--- config.mk ---
export PLATFORM = sky130hd
export DESIGN_NAME = pc_sequencer_flat
export DESIGN_NICKNAME = d
export VERILOG_FILES = /design/src/rtl/cpu_ctrl_pkg.sv /design/src/rtl/pc_sequencer_if.sv /design/src/rtl/pc_seq_decode.sv /design/src/rtl/pc_sequencer.sv /design/src/flat_wrapper.sv
export SDC_FILE = /design/constraint.sdc
export NUM_CORES = 1
export LEC_CHECK = 0
export CAP_MARGIN = 20
export CORE_MARGIN = 3
export CORE_UTILIZATION = 50
export CTS_CLUSTER_SIZE = 10
export DETAILED_ROUTE_END_ITERATION = 8
export DONT_BUFFER_PORTS = 1
export GPL_TIMING_DRIVEN = 0
export MAX_ROUTING_LAYER = met4
export PLACE_DENSITY = 0.68
export SETUP_SLACK_MARGIN = 0.15
export SYNTH_ARGS = -nofsm -noshare
export SYNTH_HDL_FRONTEND = slang
export SYNTH_SLANG_ARGS = --single-unit
export TNS_END_PERCENT = 5
--- constraint.sdc ---
create_clock -name CLK -period 2.2 [get_ports CLK]
set_input_delay 0.44 -clock CLK [delete_from_list [all_inputs] [get_ports CLK]]
set_output_delay 0.44 -clock CLK [all_outputs]
set_load 0.03 [all_outputs]
--- src/rtl/cpu_ctrl_pkg.sv ---
// Shared encodings for the multi-cycle CPU control path.
// No logic; constants and the strobe bundle type only.
// Imported by the sequencer, its decoder and the interface.
package cpu_ctrl_pkg;

    // Opcodes, instr[31:26]
    localparam logic [5:0] OP_R     = 6'b000000;
    localparam logic [5:0] OP_ADDIU = 6'b001001;
    localparam logic [5:0] OP_LW    = 6'b100011;
    localparam logic [5:0] OP_SW    = 6'b101011;
    localparam logic [5:0] OP_BEQ   = 6'b000100;
    localparam logic [5:0] OP_BNE   = 6'b000101;
    localparam logic [5:0] OP_J     = 6'b000010;
    localparam logic [5:0] OP_JAL   = 6'b000011;
    localparam logic [5:0] OP_HALT  = 6'b111111;

    // FSM state encodings; 110/111 are unused and recover to IF
    localparam logic [2:0] ST_IF   = 3'b000;
    localparam logic [2:0] ST_ID   = 3'b001;
    localparam logic [2:0] ST_EXE  = 3'b010;
    localparam logic [2:0] ST_MEM  = 3'b011;
    localparam logic [2:0] ST_WB   = 3'b100;
    localparam logic [2:0] ST_HALT = 3'b101;

    // ALU operation codes
    localparam logic [2:0] ALUOP_ADD   = 3'b000;
    localparam logic [2:0] ALUOP_SUB   = 3'b001;
    localparam logic [2:0] ALUOP_FUNCT = 3'b010;

    // Write-register select
    localparam logic [1:0] REGDST_RT = 2'b00;
    localparam logic [1:0] REGDST_RD = 2'b01;
    localparam logic [1:0] REGDST_RA = 2'b10;

    // PC next-address select, matching the PC block's one-hot-ish encoding
    localparam logic [1:0] PCSRC_SEQ = 2'b00;
    localparam logic [1:0] PCSRC_BR  = 2'b01;
    localparam logic [1:0] PCSRC_JMP = 2'b10;

    // All control strobes driven by the sequencer, as one bundle
    typedef struct packed {
        logic       PCWrite;
        logic [1:0] PCSrc;
        logic       IRWrite;
        logic       MemRead;
        logic       MemWrite;
        logic       RegWrite;
        logic [1:0] RegDst;
        logic       MemToReg;
        logic       ALUSrcB;
        logic [2:0] ALUOp;
    } strobes_t;

endpackage

--- src/rtl/pc_sequencer_if.sv ---
// Control bus between the sequencer and the datapath / PC block.
// Signals only; timing is set by the sequencer (combinational strobes).
// MemReady is the only stall input; it is honoured in IF and MEM.
interface pc_sequencer_if #(
    parameter int CNT_W = 32
);
    logic [5:0]       Opcode;
    logic             Zero;
    logic             MemReady;
    logic             PCWrite;
    logic [1:0]       PCSrc;
    logic             IRWrite;
    logic             MemRead;
    logic             MemWrite;
    logic             RegWrite;
    logic [1:0]       RegDst;
    logic             MemToReg;
    logic             ALUSrcB;
    logic [2:0]       ALUOp;
    logic [2:0]       State;
    logic             Halted;
    logic             Illegal;
    logic [CNT_W-1:0] RetiredCnt;

    // Datapath side: supplies opcode/flags/handshake, consumes strobes
    modport master (
        output Opcode, Zero, MemReady,
        input  PCWrite, PCSrc, IRWrite, MemRead, MemWrite, RegWrite,
        input  RegDst, MemToReg, ALUSrcB, ALUOp, State, Halted, Illegal,
        input  RetiredCnt
    );

    // Sequencer side
    modport slave (
        input  Opcode, Zero, MemReady,
        output PCWrite, PCSrc, IRWrite, MemRead, MemWrite, RegWrite,
        output RegDst, MemToReg, ALUSrcB, ALUOp, State, Halted, Illegal,
        output RetiredCnt
    );
endinterface

--- src/rtl/pc_seq_decode.sv ---
// Next-state and strobe decode for the multi-cycle sequencer.
// Purely combinational, zero latency.
// Stalls by holding state in IF/MEM while mem_ready_i is low.
module pc_seq_decode
    import cpu_ctrl_pkg::*;
(
    input  logic [2:0] state_i,
    input  logic [5:0] opcode_i,
    input  logic       zero_i,
    input  logic       mem_ready_i,
    output strobes_t   strb_o,
    output logic [2:0] next_state_o,
    output logic       set_illegal_o
);

    // Per-state strobe generation and transition selection
    always_comb begin
        strb_o        = '0;
        next_state_o  = state_i;
        set_illegal_o = 1'b0;
        case (state_i)
            ST_IF: begin
                strb_o.MemRead = 1'b1;
                if (mem_ready_i) begin
                    strb_o.IRWrite = 1'b1;
                    next_state_o   = ST_ID;
                end
            end
            ST_ID: begin
                case (opcode_i)
                    OP_J: begin
                        strb_o.PCWrite = 1'b1;
                        strb_o.PCSrc   = PCSRC_JMP;
                        next_state_o   = ST_IF;
                    end
                    OP_JAL: begin
                        // Link value comes from the datapath; only steer it to $31
                        strb_o.PCWrite  = 1'b1;
                        strb_o.PCSrc    = PCSRC_JMP;
                        strb_o.RegWrite = 1'b1;
                        strb_o.RegDst   = REGDST_RA;
                        next_state_o    = ST_IF;
                    end
                    OP_HALT: next_state_o = ST_HALT;
                    OP_R, OP_ADDIU, OP_LW, OP_SW, OP_BEQ, OP_BNE:
                        next_state_o = ST_EXE;
                    default: begin
                        set_illegal_o = 1'b1;
                        next_state_o  = ST_HALT;
                    end
                endcase
            end
            ST_EXE: begin
                next_state_o = ST_IF;
                case (opcode_i)
                    OP_R: begin
                        strb_o.ALUOp = ALUOP_FUNCT;
                        next_state_o = ST_WB;
                    end
                    OP_ADDIU: begin
                        strb_o.ALUOp   = ALUOP_ADD;
                        strb_o.ALUSrcB = 1'b1;
                        next_state_o   = ST_WB;
                    end
                    OP_LW, OP_SW: begin
                        strb_o.ALUOp   = ALUOP_ADD;
                        strb_o.ALUSrcB = 1'b1;
                        next_state_o   = ST_MEM;
                    end
                    OP_BEQ: begin
                        // PC still holds this instruction, so the target is PC+4+imm<<2
                        strb_o.ALUOp   = ALUOP_SUB;
                        strb_o.PCWrite = 1'b1;
                        strb_o.PCSrc   = {1'b0, zero_i};
                    end
                    OP_BNE: begin
                        strb_o.ALUOp   = ALUOP_SUB;
                        strb_o.PCWrite = 1'b1;
                        strb_o.PCSrc   = {1'b0, ~zero_i};
                    end
                    default: ;
                endcase
            end
            ST_MEM: begin
                next_state_o = ST_IF;
                case (opcode_i)
                    OP_LW: begin
                        strb_o.MemRead = 1'b1;
                        next_state_o   = mem_ready_i ? ST_WB : ST_MEM;
                    end
                    OP_SW: begin
                        // Store retires here; PC advances only once the write lands
                        strb_o.MemWrite = 1'b1;
                        if (mem_ready_i) begin
                            strb_o.PCWrite = 1'b1;
                            strb_o.PCSrc   = PCSRC_SEQ;
                        end else begin
                            next_state_o = ST_MEM;
                        end
                    end
                    default: ;
                endcase
            end
            ST_WB: begin
                strb_o.RegWrite = 1'b1;
                strb_o.PCWrite  = 1'b1;
                strb_o.PCSrc    = PCSRC_SEQ;
                next_state_o    = ST_IF;
                case (opcode_i)
                    OP_LW: begin
                        strb_o.MemToReg = 1'b1;
                        strb_o.RegDst   = REGDST_RT;
                    end
                    OP_R:    strb_o.RegDst = REGDST_RD;
                    default: strb_o.RegDst = REGDST_RT;
                endcase
            end
            ST_HALT: next_state_o = ST_HALT;
            default: next_state_o = ST_IF;
        endcase
    end

endmodule

--- src/rtl/pc_sequencer.sv ---
// Multi-cycle CPU control FSM: IF/ID/EXE/MEM/WB with retire counter.
// Strobes are combinational from state and inputs; state updates each posedge.
// MemReady low stretches IF or MEM by one cycle per low cycle.
module pc_sequencer
    import cpu_ctrl_pkg::*;
#(
    parameter int CNT_W = 32
) (
    input  logic           CLK,
    input  logic           Reset,
    pc_sequencer_if.slave  bus
);

    logic [2:0]       state_q, state_d;
    logic             illegal_q, illegal_d;
    logic [CNT_W-1:0] cnt_q, cnt_d;
    strobes_t         strb_raw;
    strobes_t         strb;
    logic             set_illegal;

    pc_seq_decode u_decode (
        .state_i       (state_q),
        .opcode_i      (bus.Opcode),
        .zero_i        (bus.Zero),
        .mem_ready_i   (bus.MemReady),
        .strb_o        (strb_raw),
        .next_state_o  (state_d),
        .set_illegal_o (set_illegal)
    );

    // Kill every strobe while reset is held so nothing fires mid-instruction
    always_comb begin
        strb      = Reset ? '0 : strb_raw;
        illegal_d = illegal_q | set_illegal;
        cnt_d     = strb.PCWrite ? cnt_q + 1'b1 : cnt_q;
    end

    // State, sticky illegal flag and retire counter; reset wins over everything
    always_ff @(posedge CLK) begin
        if (Reset) begin
            state_q   <= ST_IF;
            illegal_q <= 1'b0;
            cnt_q     <= '0;
        end else begin
            state_q   <= state_d;
            illegal_q <= illegal_d;
            cnt_q     <= cnt_d;
        end
    end

    assign bus.PCWrite    = strb.PCWrite;
    assign bus.PCSrc      = strb.PCSrc;
    assign bus.IRWrite    = strb.IRWrite;
    assign bus.MemRead    = strb.MemRead;
    assign bus.MemWrite   = strb.MemWrite;
    assign bus.RegWrite   = strb.RegWrite;
    assign bus.RegDst     = strb.RegDst;
    assign bus.MemToReg   = strb.MemToReg;
    assign bus.ALUSrcB    = strb.ALUSrcB;
    assign bus.ALUOp      = strb.ALUOp;
    assign bus.State      = state_q;
    assign bus.Halted     = (state_q == ST_HALT);
    assign bus.Illegal    = illegal_q;
    assign bus.RetiredCnt = cnt_q;

endmodule

--- src/flat_wrapper.sv ---
// flat-port wrapper written by rule: the top's interface ports become plain ports
module pc_sequencer_flat import cpu_ctrl_pkg::*;
#(
    parameter int CNT_W = 32
)
  (CLK, Reset, bus_Opcode, bus_Zero, bus_MemReady, bus_PCWrite, bus_PCSrc, bus_IRWrite, bus_MemRead, bus_MemWrite, bus_RegWrite, bus_RegDst, bus_MemToReg, bus_ALUSrcB, bus_ALUOp, bus_State, bus_Halted, bus_Illegal, bus_RetiredCnt);
  pc_sequencer_if #(.CNT_W(CNT_W)) bus_i ();
  input  logic CLK;
  input  logic Reset;
  input wire logic [$bits(bus_i.Opcode)-1:0] bus_Opcode;
  input wire logic [$bits(bus_i.Zero)-1:0] bus_Zero;
  input wire logic [$bits(bus_i.MemReady)-1:0] bus_MemReady;
  output wire logic [$bits(bus_i.PCWrite)-1:0] bus_PCWrite;
  output wire logic [$bits(bus_i.PCSrc)-1:0] bus_PCSrc;
  output wire logic [$bits(bus_i.IRWrite)-1:0] bus_IRWrite;
  output wire logic [$bits(bus_i.MemRead)-1:0] bus_MemRead;
  output wire logic [$bits(bus_i.MemWrite)-1:0] bus_MemWrite;
  output wire logic [$bits(bus_i.RegWrite)-1:0] bus_RegWrite;
  output wire logic [$bits(bus_i.RegDst)-1:0] bus_RegDst;
  output wire logic [$bits(bus_i.MemToReg)-1:0] bus_MemToReg;
  output wire logic [$bits(bus_i.ALUSrcB)-1:0] bus_ALUSrcB;
  output wire logic [$bits(bus_i.ALUOp)-1:0] bus_ALUOp;
  output wire logic [$bits(bus_i.State)-1:0] bus_State;
  output wire logic [$bits(bus_i.Halted)-1:0] bus_Halted;
  output wire logic [$bits(bus_i.Illegal)-1:0] bus_Illegal;
  output wire logic [$bits(bus_i.RetiredCnt)-1:0] bus_RetiredCnt;
  assign bus_i.Opcode = bus_Opcode;
  assign bus_i.Zero = bus_Zero;
  assign bus_i.MemReady = bus_MemReady;
  assign bus_PCWrite = bus_i.PCWrite;
  assign bus_PCSrc = bus_i.PCSrc;
  assign bus_IRWrite = bus_i.IRWrite;
  assign bus_MemRead = bus_i.MemRead;
  assign bus_MemWrite = bus_i.MemWrite;
  assign bus_RegWrite = bus_i.RegWrite;
  assign bus_RegDst = bus_i.RegDst;
  assign bus_MemToReg = bus_i.MemToReg;
  assign bus_ALUSrcB = bus_i.ALUSrcB;
  assign bus_ALUOp = bus_i.ALUOp;
  assign bus_State = bus_i.State;
  assign bus_Halted = bus_i.Halted;
  assign bus_Illegal = bus_i.Illegal;
  assign bus_RetiredCnt = bus_i.RetiredCnt;
  pc_sequencer #(.CNT_W(CNT_W)) u_core (.CLK(CLK), .Reset(Reset), .bus(bus_i));
endmodule
# == After elaboration in Yosys (flattened, before gate mapping) ==
# Cells that the tools add are included.
# word_totals
word_cells,57
register_bits,36
n_memories,0
output_inout_bits,51
rom_bits,0
input_bits,10
mem_bits_rw,0
latchBits,0
# op_classes
div,0
n_lt_le_gt_ge,0
n_eq_ne,14
n_mul,0
add_sub_neg,1
shifts,0
mux,28
n_bitwise,2
reduce_logical,9
# ops
op,n
adder 32 x 1 -> 32 bit (second input constant),1
one-hot mux 3 bit (2 select lines),5
== test 6 bit (second input constant),3
two-way mux 3 bit,6
one-hot mux 3 bit (5 select lines),1
two-way mux 14 bit,1
== test 6 x 2 -> 1 bit (second input constant),2
== test 6 x 3 -> 1 bit (second input constant),2
one-hot mux 3 bit (4 select lines),1
two-way mux 1 bit,10
OR reduction 9 bit,1
OR reduction 2 bit,4
== test 3 x 2 -> 1 bit (second input constant),2
== test 3 bit (second input constant),2
== test 6 x 4 -> 1 bit (second input constant),1
logical NOT 6 bit,1
OR reduction 6 bit,1
two-way mux 4 bit,1
one-hot mux 2 bit (2 select lines),1
== test 3 x 1 -> 1 bit (second input constant),1
logical NOT 3 bit,1
OR reduction 3 bit,1
two-way mux 2 bit,1
inequality test 2 bit (second input constant),1
other kinds (3),3

# == Longest topological paths before layout ==
# Gate-level depths: netlist of the first run.
# logic_depth
depth_word,5
mapped_depth,8
ltp_nobuf,6

# == Modules after synthesis ==
# Synthesis of the first run repeated with hierarchy kept, for this count alone.
# hier_totals
cells_unflattened,273
area_unflattened_um2,2169.6
# by_module_without_submodules
module,area_per_inst_um2,n_inst,seq_area_each_um2,cells_per_inst
pc_sequencer,1780.5,1,720.7,210
pc_seq_decode,389.1,1,0.0,63

# == Least setup slack after synthesis of the first run ==
# OpenSTA, ideal clock, no wires.
# synth_timing
path_kind,input to output
from,input bus_Opcode[5]
to,output bus_RegWrite
required_ns,1.760
arrival_ns,2.515
n_path_buf,1
slack_ns,-0.755
cell_stages,5
path_cell_list,buf_2 or4_4 nor3_1 and2_1 or2_2
# synth_via
elab_chain_len,4
# synth_rtl
element,line,rtl
start: declaration,flat_wrapper.sv:10,input wire logic [$bits(bus_i.Opcode)-1:0] bus_Opcode;
== test 6 x 2 -> 1 bit,pc_seq_decode.sv:30,case (opcode_i)
two-way mux 3 bit,pc_seq_decode.sv:30,
one-hot mux 3 bit (2 select lines),pc_seq_decode.sv:21,case (state_i)
two-way mux 14 bit,pc_sequencer.sv:33,strb = Reset ? '0 : strb_raw;
end: declaration,flat_wrapper.sv:18,output wire logic [$bits(bus_i.RegWrite)-1:0] bus_RegWrite;
# No other way between the ends.

# == Worst setup path in the final report of the first run ==
# layout_timing
from,"register u_core.state_q[2], in the netlist u_core.bus.State[2]"
to,output bus_RegWrite
# layout_via
elab_chain_len,3
word_cells_on_any_way,4
classes_between,eq/ne: 2; mux: 2
# layout_rtl
element,line,rtl
start: declaration,pc_sequencer.sv:14,"logic [2:0] state_q, state_d;"
start signal: assignment,pc_sequencer.sv:45,state_q <= state_d;
== test 3 bit or == test 3 x 1 -> 1 bit (tied branches),pc_seq_decode.sv:21,
one-hot mux 3 bit (2 select lines) (*),pc_seq_decode.sv:21,
two-way mux 14 bit (*),pc_sequencer.sv:33,
# Every way passes the cells marked *; elsewhere a longest branch is shown, timed or not.

==> results.cfg, run 1 <==
[place]
port_buffers = 0
place.gp.congestion = 0.8325
hpwl_mm = 3.772
place_worst_setup_slack_ps = -399.9
numPlacedInstances = 318

[power]
p_leak_nw = 0.7908
vdd_drop_max_mv = 0.2807
power_density_nw_per_um2 = 535.0

[yosys]
syn-mean-instance-area_sq_um = 7.776
yosys.area.top_type_share_pct = 34.33
synthesis.yosys.warnings = 0
synth_area_leader_cell = dfxtp_1
postSynthNetCount = 281
netlist_instances = 270
post_synth_instance_area_sq_um = 2100
yosys.area_share.adder_pct = 0.5959
ys_types = 51
synth_area_leaders = dfxtp_1 34%, a21oi_1 5.7%, or3_1 5.1%
synth_top_family_by_area = simple AND/OR/NAND/NOR gates
synth_enable_flop_cells = 0
mux_share_of_post_synthesis_cell_area_pct = 0.9535
asyncSetResetFlopFracSynth_pct = 0
synth-main-ff-cell = dfxtp_1
synth.ff_latch_count = 36
synth_seq_area_share_pct = 34.33
synth-simple-area-share_pct = 33.37
synth_area_in_compound_gates_pct = 22.53
yosys.area_share.xor_xnor_pct = 2.086

[global_route]
antenna_violations_before_repair = 0
grt_util_all_layers_pct = 22.90
grt_start_max_net_pins = 12
gr-total-overflow = 0
grt_pass1_wl_mm = 9.080
grt_pass1_vias = 1891

[detailed_routing]
drt_wl_total_mm = 5.538
dr.pass1.iters = 4
drc_errors = 0
detailroute.via_count = 2093
final_ant_viol_nets = 0
route.detailed.wl_per_inst_microns = 16.63
post_drt_via_cell_ratio = 6.285
first_iter_violations = 100

[worst_setup_path]
cp-start-kind = register
worst_setup_path_end_kind = output port
worst_r2r_startpoint = u_core.bus.State[2]
worst-path-max-fanout = 5
cp.arrival_ps = 2000
timing.critical_path.from = u_core.bus.State[2]
path_type_of_the_worst_setup_path = register to output port
cp_data_required_time_ps = 1760

[floorplan]
fp.dieW_microns = 70.80
die_h_microns = 70.80
die_area_sq_um = 5013
ios = 61
row_count = 22
design.core.area_sq_um = 3854
floorplan.initialDensity_pct = 54.48

[finish]
layout.nets = 295
n_antenna_cell = 0
synthToLayoutAreaGrowth_pct = 23.42
post_route_cells_drive_above_1_share_pct = 23.86
final_cell_count_no_fill = 333

[hold_path]
timing.hold.worst.class = input port to register
worstHoldStart = bus_MemReady

[sta]
fin_ws_ps = -239.8
final_period_minus_worst_setup_slack_ps = 2440
setup_viol = 21
grt_setup_unrepaired = true
final.period_utilization_pct = 110.9
whs_ps = 338.0
slew_margin_rel_pct = 60.75
worst_margin_slew_ps = 588.7
fmaxAchievable_mhz = 409.9
final_hold_fails = 0
skew_ps = 3.707
final_max_slew_viol_count = 0

[run_status]
violations = setup timing
status = finished, violations left

[cts]
cts_htree_levels = 2
root_buffer_cell = clkbuf_8
clock_tree_from_tritoncts = built
cts_num_sinks = 36
max-clock-path-buffers = 2
worstSkewPairLatency_ps = 290
path_clk_slew_ps = 70
hold_buffers = 0
cts_inserted_buffers = 5

[flow_run]
cap_violations = 0
## area by class of cell
cell class	instances	area, sq um
Tap cell	48	60.06
Timing Repair Buffer	7	63.81
Sequential cell	36	734.5
Fill cell	316	1262
Inverter	15	58.81
Multi-Input combinational cell	203	1448
Clock buffer	6	72.57
Buffer	16	118.9
Clock inverter	2	35.03
## layout by cell type (no fill, tap or decap), drive strengths merged, types with 2 or more instances in the layout
master / instances
dfxtp: 36
a21oi: 24
nor2: 18
or3: 17
o21ai: 17
nand2: 16
buf: 16
inv: 15
nand3: 14
clkbuf: 13
o31ai: 10
nor3: 10
nand4: 9
or4: 8
and2: 5
nor2b: 4
or2: 4
nand2b: 4
o311ai: 4
and3: 4
nor4: 3
xnor2: 3
xor2: 2
mux2i: 2
a22oi: 2
a21o: 2
a31oi: 2
nand4bb: 2
a211oi: 2
## per-layer routing
layer | wire length (microns) | track usage [%] | up-vias | part of all wire, %
li1 | - | - | 1028 | -
met1 | 2333 | 27.64 | 979 | 42
met2 | 2701 | 35.84 | 79 | 49
met3 | 428 | 7.102 | 7 | 7.7
met4 | 75 | 8.559 | 0 | 1.4
met5 | 0 | - | - | 0
## kinds of logic (layout without fill, tap and decap cells)
| logic type | count (synthesis) | count (layout) |
|---|---|---|
| other cells | 1 | 1 |
| xor+xnor | 5 | 5 |
| fa+ha+maj | 1 | 1 |
| mux | 2 | 2 |
| simple gates | 122 | 122 |
| buf+inv | 31 | 46 |
| compound gates | 72 | 72 |
| flops | 36 | 36 |
## metrics by stage
stage / cell area, sq um / total power [W] / util, % / TNS (ps)
2_1_floorplan: 2157 / 0.0007791 / - / -637.7
3_3_place_gp: 2217 / 0.0007993 / 57.53 / -9613
3_5_place_dp: 2217 / 0.0007996 / 57.53 / -10190
4_1_cts: 2437 / 0.001385 / 63.25 / -4569
5_1_grt: 2591 / 0.001436 / 67.24 / -5707
6_report: 2591 / 0.001386 / 67.24 / -2497
## critical path, stage by stage (launching register included)
cell and delay [ps]:
dfxtp_4 390, or4_4 520, nor3_4 340, and2_4 280, or2_4 190
## power breakdown
part	internal [W]	switching (W)	leakage [nW]
combinational	0.0000469	0.0000823	0.442
clock	0.000337	0.000248	0.0552
sequential	0.000655	0.0000174	0.294
total	0.00104	0.000348	0.791
## worst paths after layout
check | endpoint | slack [ps] | cells past startpoint
max | bus_RegWrite | -240 | 4
min | u_core.bus.State[2] | 340 | 2
max reg2reg | u_core.bus.RetiredCnt[29] | -200 | 7
min reg2reg | u_core.bus.RetiredCnt[12] | 630 | 2
## Yosys cell counts (5+ instances only)
master,instances
o31ai_1,10
nand3_1,14
or4_1,7
dfxtp_1,36
nand2_1,16
o21ai_0,17
clkbuf_1,11
or3_1,17
nand4_1,9
nor3_1,10
inv_1,13
nor2_1,18
a21oi_1,24
and2_1,5
## flip-flops by register name (all words and copies together), names as in the netlist
| signal | cells |
|---|---|
| u_core.bus.Illegal | 1 |
| u_core.bus.State | 3 |
| u_core.bus.RetiredCnt | 32 |
## timing repair
action,CTS,global route
setup endpoints to repair,46,45
pin swaps,8,16
resized for setup,29,32
buffers inserted,1,6
No activity file was read; power rests on OpenSTA's default activity.
==> run 2: changes to the inputs <==
--- a/config.mk
+++ b/config.mk
@@ -5,6 +5,7 @@
 export SDC_FILE = /design/constraint.sdc
 export NUM_CORES = 1
 export LEC_CHECK = 0
+export ABC_AREA = 1
 export CAP_MARGIN = 20
 export CORE_MARGIN = 3
 export CORE_UTILIZATION = 50
==> run 2 against run 1 <==
  * The flow now finishes without violations
  * Combinational power rose by 88%
  * Core utilization fell by 5.9 points
  * Worst setup slack improved by 340 ps
  * Sequential cell count did not move
  * Critical path depth rose by 3
  * Sequential power rose by 8.0%
  * Cell area rose by 15%
  * Synthesized cell count rose by 60%
  * Via count rose by 30%
  * Routed wire length rose by 26%
  * Synthesized area rose by 23%
  * Total power rose by 16%
  * Largest power group unchanged
==> results.cfg, run 2 <==
[detailed_routing]
detailroute.via_count = 2728
drt_wl_total_mm = 7.000
dr.pass1.iters = 4
post_drt_via_cell_ratio = 5.328
final_ant_viol_nets = 0
drc_errors = 0
first_iter_violations = 114
route.detailed.wl_per_inst_microns = 13.67

[place]
hpwl_mm = 5.307
numPlacedInstances = 499
place.gp.congestion = 0.9181
port_buffers = 0
place_worst_setup_slack_ps = 63.09

[worst_setup_path]
top_cell_by_count_worst_path = nor2_8
cp_cell_sequence = nand2_1, nor2_4, nand4_4, nand2_4, nor2_8, nor2_8, buf_12
cp_slowest_cell = dfxtp_4
regToRegEndpoint = u_core.bus.RetiredCnt[22]
worst_setup_path_end_kind = output port
cp.arrival_ps = 1660
r2r_cells = 8
cp-start-kind = register
maximum_cell_stage_delay_along_the_critical_path_ps = 450
worst-r2r-setup-slack_ps = 330
worst-path-max-fanout = 10
worst_r2r_startpoint = u_core.bus.RetiredCnt[0]
cp_data_required_time_ps = 1760
path_type_of_the_worst_setup_path = register to output port

[global_route]
grt_util_all_layers_pct = 23.80
antenna_violations_before_repair = 0
grt_util_met2_pct = 38.18
grt_pass1_wl_mm = 11.30
grt_util_met1_pct = 29.50
grt_util_met3_pct = 6.381
grt_busiest_layer = met2
grt_start_max_net_pins = 12
grt_pass1_vias = 2416
gr-total-overflow = 0

[floorplan]
floorplan.initialDensity_pct = 53.37
row_count = 25
die_h_microns = 77.94
design.core.area_sq_um = 4848
fp.dieW_microns = 77.94
die_area_sq_um = 6074
ios = 61

[finish]
layout.cells.most_common_list = 143 x nand2_1, 84 x nor2_1, 36 x inv_1, 27 x dfxtp_1, 23 x nand3_1
layout.nets = 455
final_cell_count_no_fill = 512
largest_reg_flops = 32
post_route_cells_drive_above_1_share_pct = 16.40
n_antenna_cell = 0
synthToLayoutAreaGrowth_pct = 14.89
layout_commonest_cell = nand2_1
layout.filler_cells = 492
multiInputGateArea_sq_um = 1748
seqCellArea_sq_um = 739.5

[cts]
path_clk_slew_ps = 80
clock_tree_from_tritoncts = built
cts_num_sinks = 36
worstSkewPairLatency_ps = 290
cts_inserted_buffers = 5
max-clock-path-buffers = 2
cts_htree_levels = 2
root_buffer_cell = clkbuf_8

[yosys]
netlist_instances = 432
synth_enable_flop_cells = 0
synth_area_leader_cell = dfxtp_1
synth_most_common_cell = nand2_1
synth.ff_latch_count = 36
post_synth_instance_area_sq_um = 2587
synth_seq_area_share_pct = 27.85
syn-mean-instance-area_sq_um = 5.990
yosys.area.top_type_share_pct = 27.85
asyncSetResetFlopFracSynth_pct = 0
synth_area_leaders = dfxtp_1 28%, nand2_1 21%, nor2_1 13%
postSynthNetCount = 443
synthesis.yosys.warnings = 0
ys_types = 30
synth_top_cells_by_count = 145 x nand2_1, 89 x nor2_1, 38 x inv_1
synth-main-ff-cell = dfxtp_1

[sta]
fmaxAchievable_mhz = 475.8
final_period_minus_worst_setup_slack_ps = 2102
setup_viol = 0
final_max_slew_viol_count = 0
fin_tns_setup_ps = 0
slew_margin_rel_pct = 52.28
skew_ps = 12.28
final_hold_fails = 0
fin_ws_ps = 98.41
grt_setup_unrepaired = true
final.period_utilization_pct = 95.53
worst_margin_slew_ps = 715.8

[hold_path]
min_to = u_core.bus.RetiredCnt[15]
worstHoldStart = Reset
worst_hold_path.num_cells = 3
timing.hold.worst.class = input port to register

[power]
p_leak_nw = 1.114
report.power.total_w = 0.001615
power_density_nw_per_um2 = 543.1
vdd_drop_max_mv = 0.4100

[run_status]
status = completed

[flow_run]
cap_violations = 0
==> run 2: how the worst max path moves through the flow <==
stage                         endpoint  depth (start not counted)  slack [ps]           startpoint
final                      bus_PCWrite                          7         100  u_core.bus.State[0]
after global routing       bus_PCWrite                          7          10  u_core.bus.State[0]
after CTS                  bus_PCWrite                          8          60  u_core.bus.State[2]
after detailed placement  bus_PCSrc[0]                          5          60  u_core.bus.State[2]
after global placement    bus_MemToReg                          2          80  u_core.bus.State[2]
after floorplan           bus_PCSrc[0]                          5         180  u_core.bus.State[2]
==> run 2: cells by family (layout without fill, tap and decap cells) <==
group                      count (synthesis)  in the layout  share of synthesized area (%)
AOI/OAI and AO/OA                         37             37                          9.478
xor gates and xnor gates                   8              8                          2.708
adders and majority gates                  1              1                         0.4835
buffers and inverters                     48             61                          7.978
DFF                                       36             36                          27.85
other                                      1              1                         0.1449
and+or+nand+nor                          301            301                          51.35
==> run 2: where the power goes <==
part / internal, W / switching [W] / leakage, nW
sequential: 0.000669 / 0.0000565 / 0.296
combinational: 0.0000801 / 0.000163 / 0.754
clock: 0.000400 / 0.000246 / 0.0645
total: 0.00115 / 0.000465 / 1.11
==> run 2: area by class of cell <==
type | instances | area share, %
Clock buffer | 7 | 3.241
Timing Repair Buffer | 5 | 1.852
Inverter | 39 | 5.177
Clock inverter | 1 | 1.010
Buffer | 9 | 2.231
Sequential cell | 36 | 24.87
Multi-Input combinational cell | 348 | 58.80
Tap cell | 67 | 2.820
==> run 2: stage by stage <==
stage / util, % / cell area [sq um] / hold WS, ps
floorplan: - / 2596 / 574.8
global placement: 55.28 / 2680 / 589.2
detailed placement: 55.28 / 2680 / 597.2
CTS: 58.79 / 2850 / 324.7
global route: 61.32 / 2973 / 323.9
finish: 61.32 / 2973 / 319.1
==> run 2: routing by layer <==
metal / routed length [microns] / vias to the layer above
li1: - / 1393
met1: 3051 / 1237
met2: 3297 / 84
met3: 496 / 14
met4: 155 / 0
met5: 0 / -
==> run 2: critical path, delay by kind of cell, from the launching register on <==
family | cells | cell delay (ps)
flops | 1 | 450
simple gates | 6 | 760
buf+inv | 1 | 160
==> run 2: repair_timing <==
| item | 4_1_cts | 5_1_grt |
|---|---|---|
| cloned | 0 | 1 |
| hold buffers | 0 | 0 |
| buffers inserted | 1 | 3 |
| setup endpoints to repair | 11 | 19 |
| pin swaps | 3 | 6 |
| resized for setup | 14 | 22 |
==> run 3: changes to the inputs <==
--- a/config.mk
+++ b/config.mk
@@ -7,7 +7,7 @@
 export LEC_CHECK = 0
 export ABC_AREA = 1
 export CAP_MARGIN = 20
-export CORE_MARGIN = 3
+export CORE_MARGIN = 2
 export CORE_UTILIZATION = 50
 export CTS_CLUSTER_SIZE = 10
 export DETAILED_ROUTE_END_ITERATION = 8
==> run 3 against run 2 <==
  * Via count fell by 3.0%
  * Clock-buffer cell count decreased by 1
  * Sequential power hardly changed
  * Critical path type unchanged
  * Largest power group unchanged
==> results.cfg, run 3 (synthesized netlist as in run 2, its figures left out) <==
[run_status]
status = completed

[global_route]
grt_pass1_wl_mm = 11.45
grt_pass1_vias = 2391
gr-total-overflow = 0
antenna_violations_before_repair = 0
grt_start_max_net_pins = 12
grt_util_all_layers_pct = 24.48

[power]
vdd_drop_max_mv = 0.3729
p_leak_nw = 1.058
power_density_nw_per_um2 = 501.2

[worst_setup_path]
cp_cell_sequence = inv_2, nand2_2, nor2_2, nand3_2, nand2_4, nor2_8, nor2_8, buf_12
cp.arrival_ps = 1690
path_type_of_the_worst_setup_path = register to output port
cp_data_required_time_ps = 1760
cp_slowest_cell = dfxtp_4
cp-start-kind = register
top_cell_by_count_worst_path = nor2_8
worst_setup_path_end_kind = output port
worst-path-max-fanout = 10
maximum_cell_stage_delay_along_the_critical_path_ps = 390

[place]
hpwl_mm = 5.138
port_buffers = 0
place.gp.congestion = 0.9044
numPlacedInstances = 502
placedInstanceArea_sq_um = 2684

[sta]
grt_setup_unrepaired = true
final.period_utilization_pct = 96.80
skew_ps = 8.253
final_period_minus_worst_setup_slack_ps = 2130
fin_tns_setup_ps = 0
final_hold_fails = 0
slew_margin_rel_pct = 46.83
final_max_slew_viol_count = 0
whs_ps = 338.3
worst_margin_slew_ps = 797.6
fmaxAchievable_mhz = 469.6
setup_viol = 0

[detailed_routing]
final_ant_viol_nets = 0
route.detailed.wl_per_inst_microns = 13.24
first_iter_violations = 116
drc_errors = 0
post_drt_via_cell_ratio = 5.176
drt_wl_total_mm = 6.768
detailroute.via_count = 2645
dr.pass1.iters = 4

[floorplan]
floorplan.initialDensity_pct = 51.32
design.core.area_sq_um = 5042
die_area_sq_um = 5766
fp.dieW_microns = 75.94
row_count = 26
die_h_microns = 75.94
ios = 61

[flow_run]
cap_violations = 0

[finish]
layout.cells.most_common_list = 143 x nand2_1, 84 x nor2_1, 36 x inv_1, 24 x dfxtp_1, 23 x nand3_1
post_route_cells_drive_above_1_share_pct = 16.78
largest_reg_flops = 32
final_cell_area_sq_um = 2861
final_cell_count_no_fill = 511
layout_commonest_cell = nand2_1
layout.nets = 451
synthToLayoutAreaGrowth_pct = 10.59
n_antenna_cell = 0

[hold_path]
timing.hold.worst.class = input port to register

[cts]
path_clk_slew_ps = 80
root_buffer_cell = clkbuf_8
worstSkewPairLatency_ps = 280
max-clock-path-buffers = 2
cts_htree_levels = 2
cts_inserted_buffers = 5
cts_num_sinks = 36
clock_tree_from_tritoncts = built
[run 3: cell count changes in the layout (fill, tap and decap cells not counted), moves of 2 or more]
cell / delta
buf_4: -3
dfxtp_1: -3
dfxtp_2: +3
nor3_2: +3
clkinv_2: +2
nand2_2: +2
nand2_4: -2
nor2_2: +2
nor2_4: -2
nor3_1: -2
[run 3: worst paths after layout]
kind                                  from                   endpoint  slack [ps]  depth (start not counted)
setup / recovery       u_core.bus.State[1]                bus_PCWrite          70                          8
hold / removal                       Reset  u_core.bus.RetiredCnt[15]         340                          3
setup reg to reg  u_core.bus.RetiredCnt[0]  u_core.bus.RetiredCnt[22]         330                          8
hold reg to reg   u_core.bus.RetiredCnt[0]   u_core.bus.RetiredCnt[0]         560                          1
[run 3: metrics by stage]
| stage | power, W | utilization (%) | worst slack (ps) |
|---|---|---|---|
| final | 0.001434 | 56.75 | 70.48 |
| after global routing | 0.001503 | 56.75 | -42.72 |
| after CTS | 0.001441 | 55.93 | 55.59 |
| after detailed placement | 0.0009436 | 53.23 | 54.21 |
| after global placement | 0.0009410 | 53.23 | 69.87 |
| after floorplan | 0.0009000 | - | 184.9 |
[run 3: worst max-delay path, delay by kind of cell (launching register included)]
family	cells	cell delay, ps
DFF	1	390
buffers and inverters	2	280
and+or+nand+nor	6	740
[run 3: layout make-up]
type                       count  area, sq um
inverter                      39        148.9
fill                         518         2181
clock inverter                 2        10.01
timing repair buffer           1        7.507
sequential                    36        743.2
multi-input combinational    348         1715
tap                           70        87.58
clock buffer                   6        82.58
buffer                         9        66.31
[run 3: layer usage]
| layer | global-route usage (%) | share of wire [%] | vias to the layer above |
|---|---|---|---|
| li1 | - | - | 1370 |
| met1 | 32.32 | 46 | 1176 |
| met2 | 38.30 | 46 | 93 |
| met3 | 5.238 | 7.7 | 6 |
| met4 | 6.545 | 0.96 | 0 |
| met5 | - | 0 | - |
[run 3: power by group]
part / internal (W) / switching (W)
logic: 0.0000656 / 0.000152
clock network: 0.000250 / 0.000243
registers: 0.000669 / 0.0000541
[run 3: repair_timing]
| action | 4_1_cts | 5_1_grt |
|---|---|---|
| setup buffers | 1 | 0 |
| pin swaps | 2 | 3 |
| cloned | 0 | 0 |
| resized for setup | 14 | 18 |
| setup endpoints to repair | 12 | 23 |
| hold buffers | 0 | 0 |
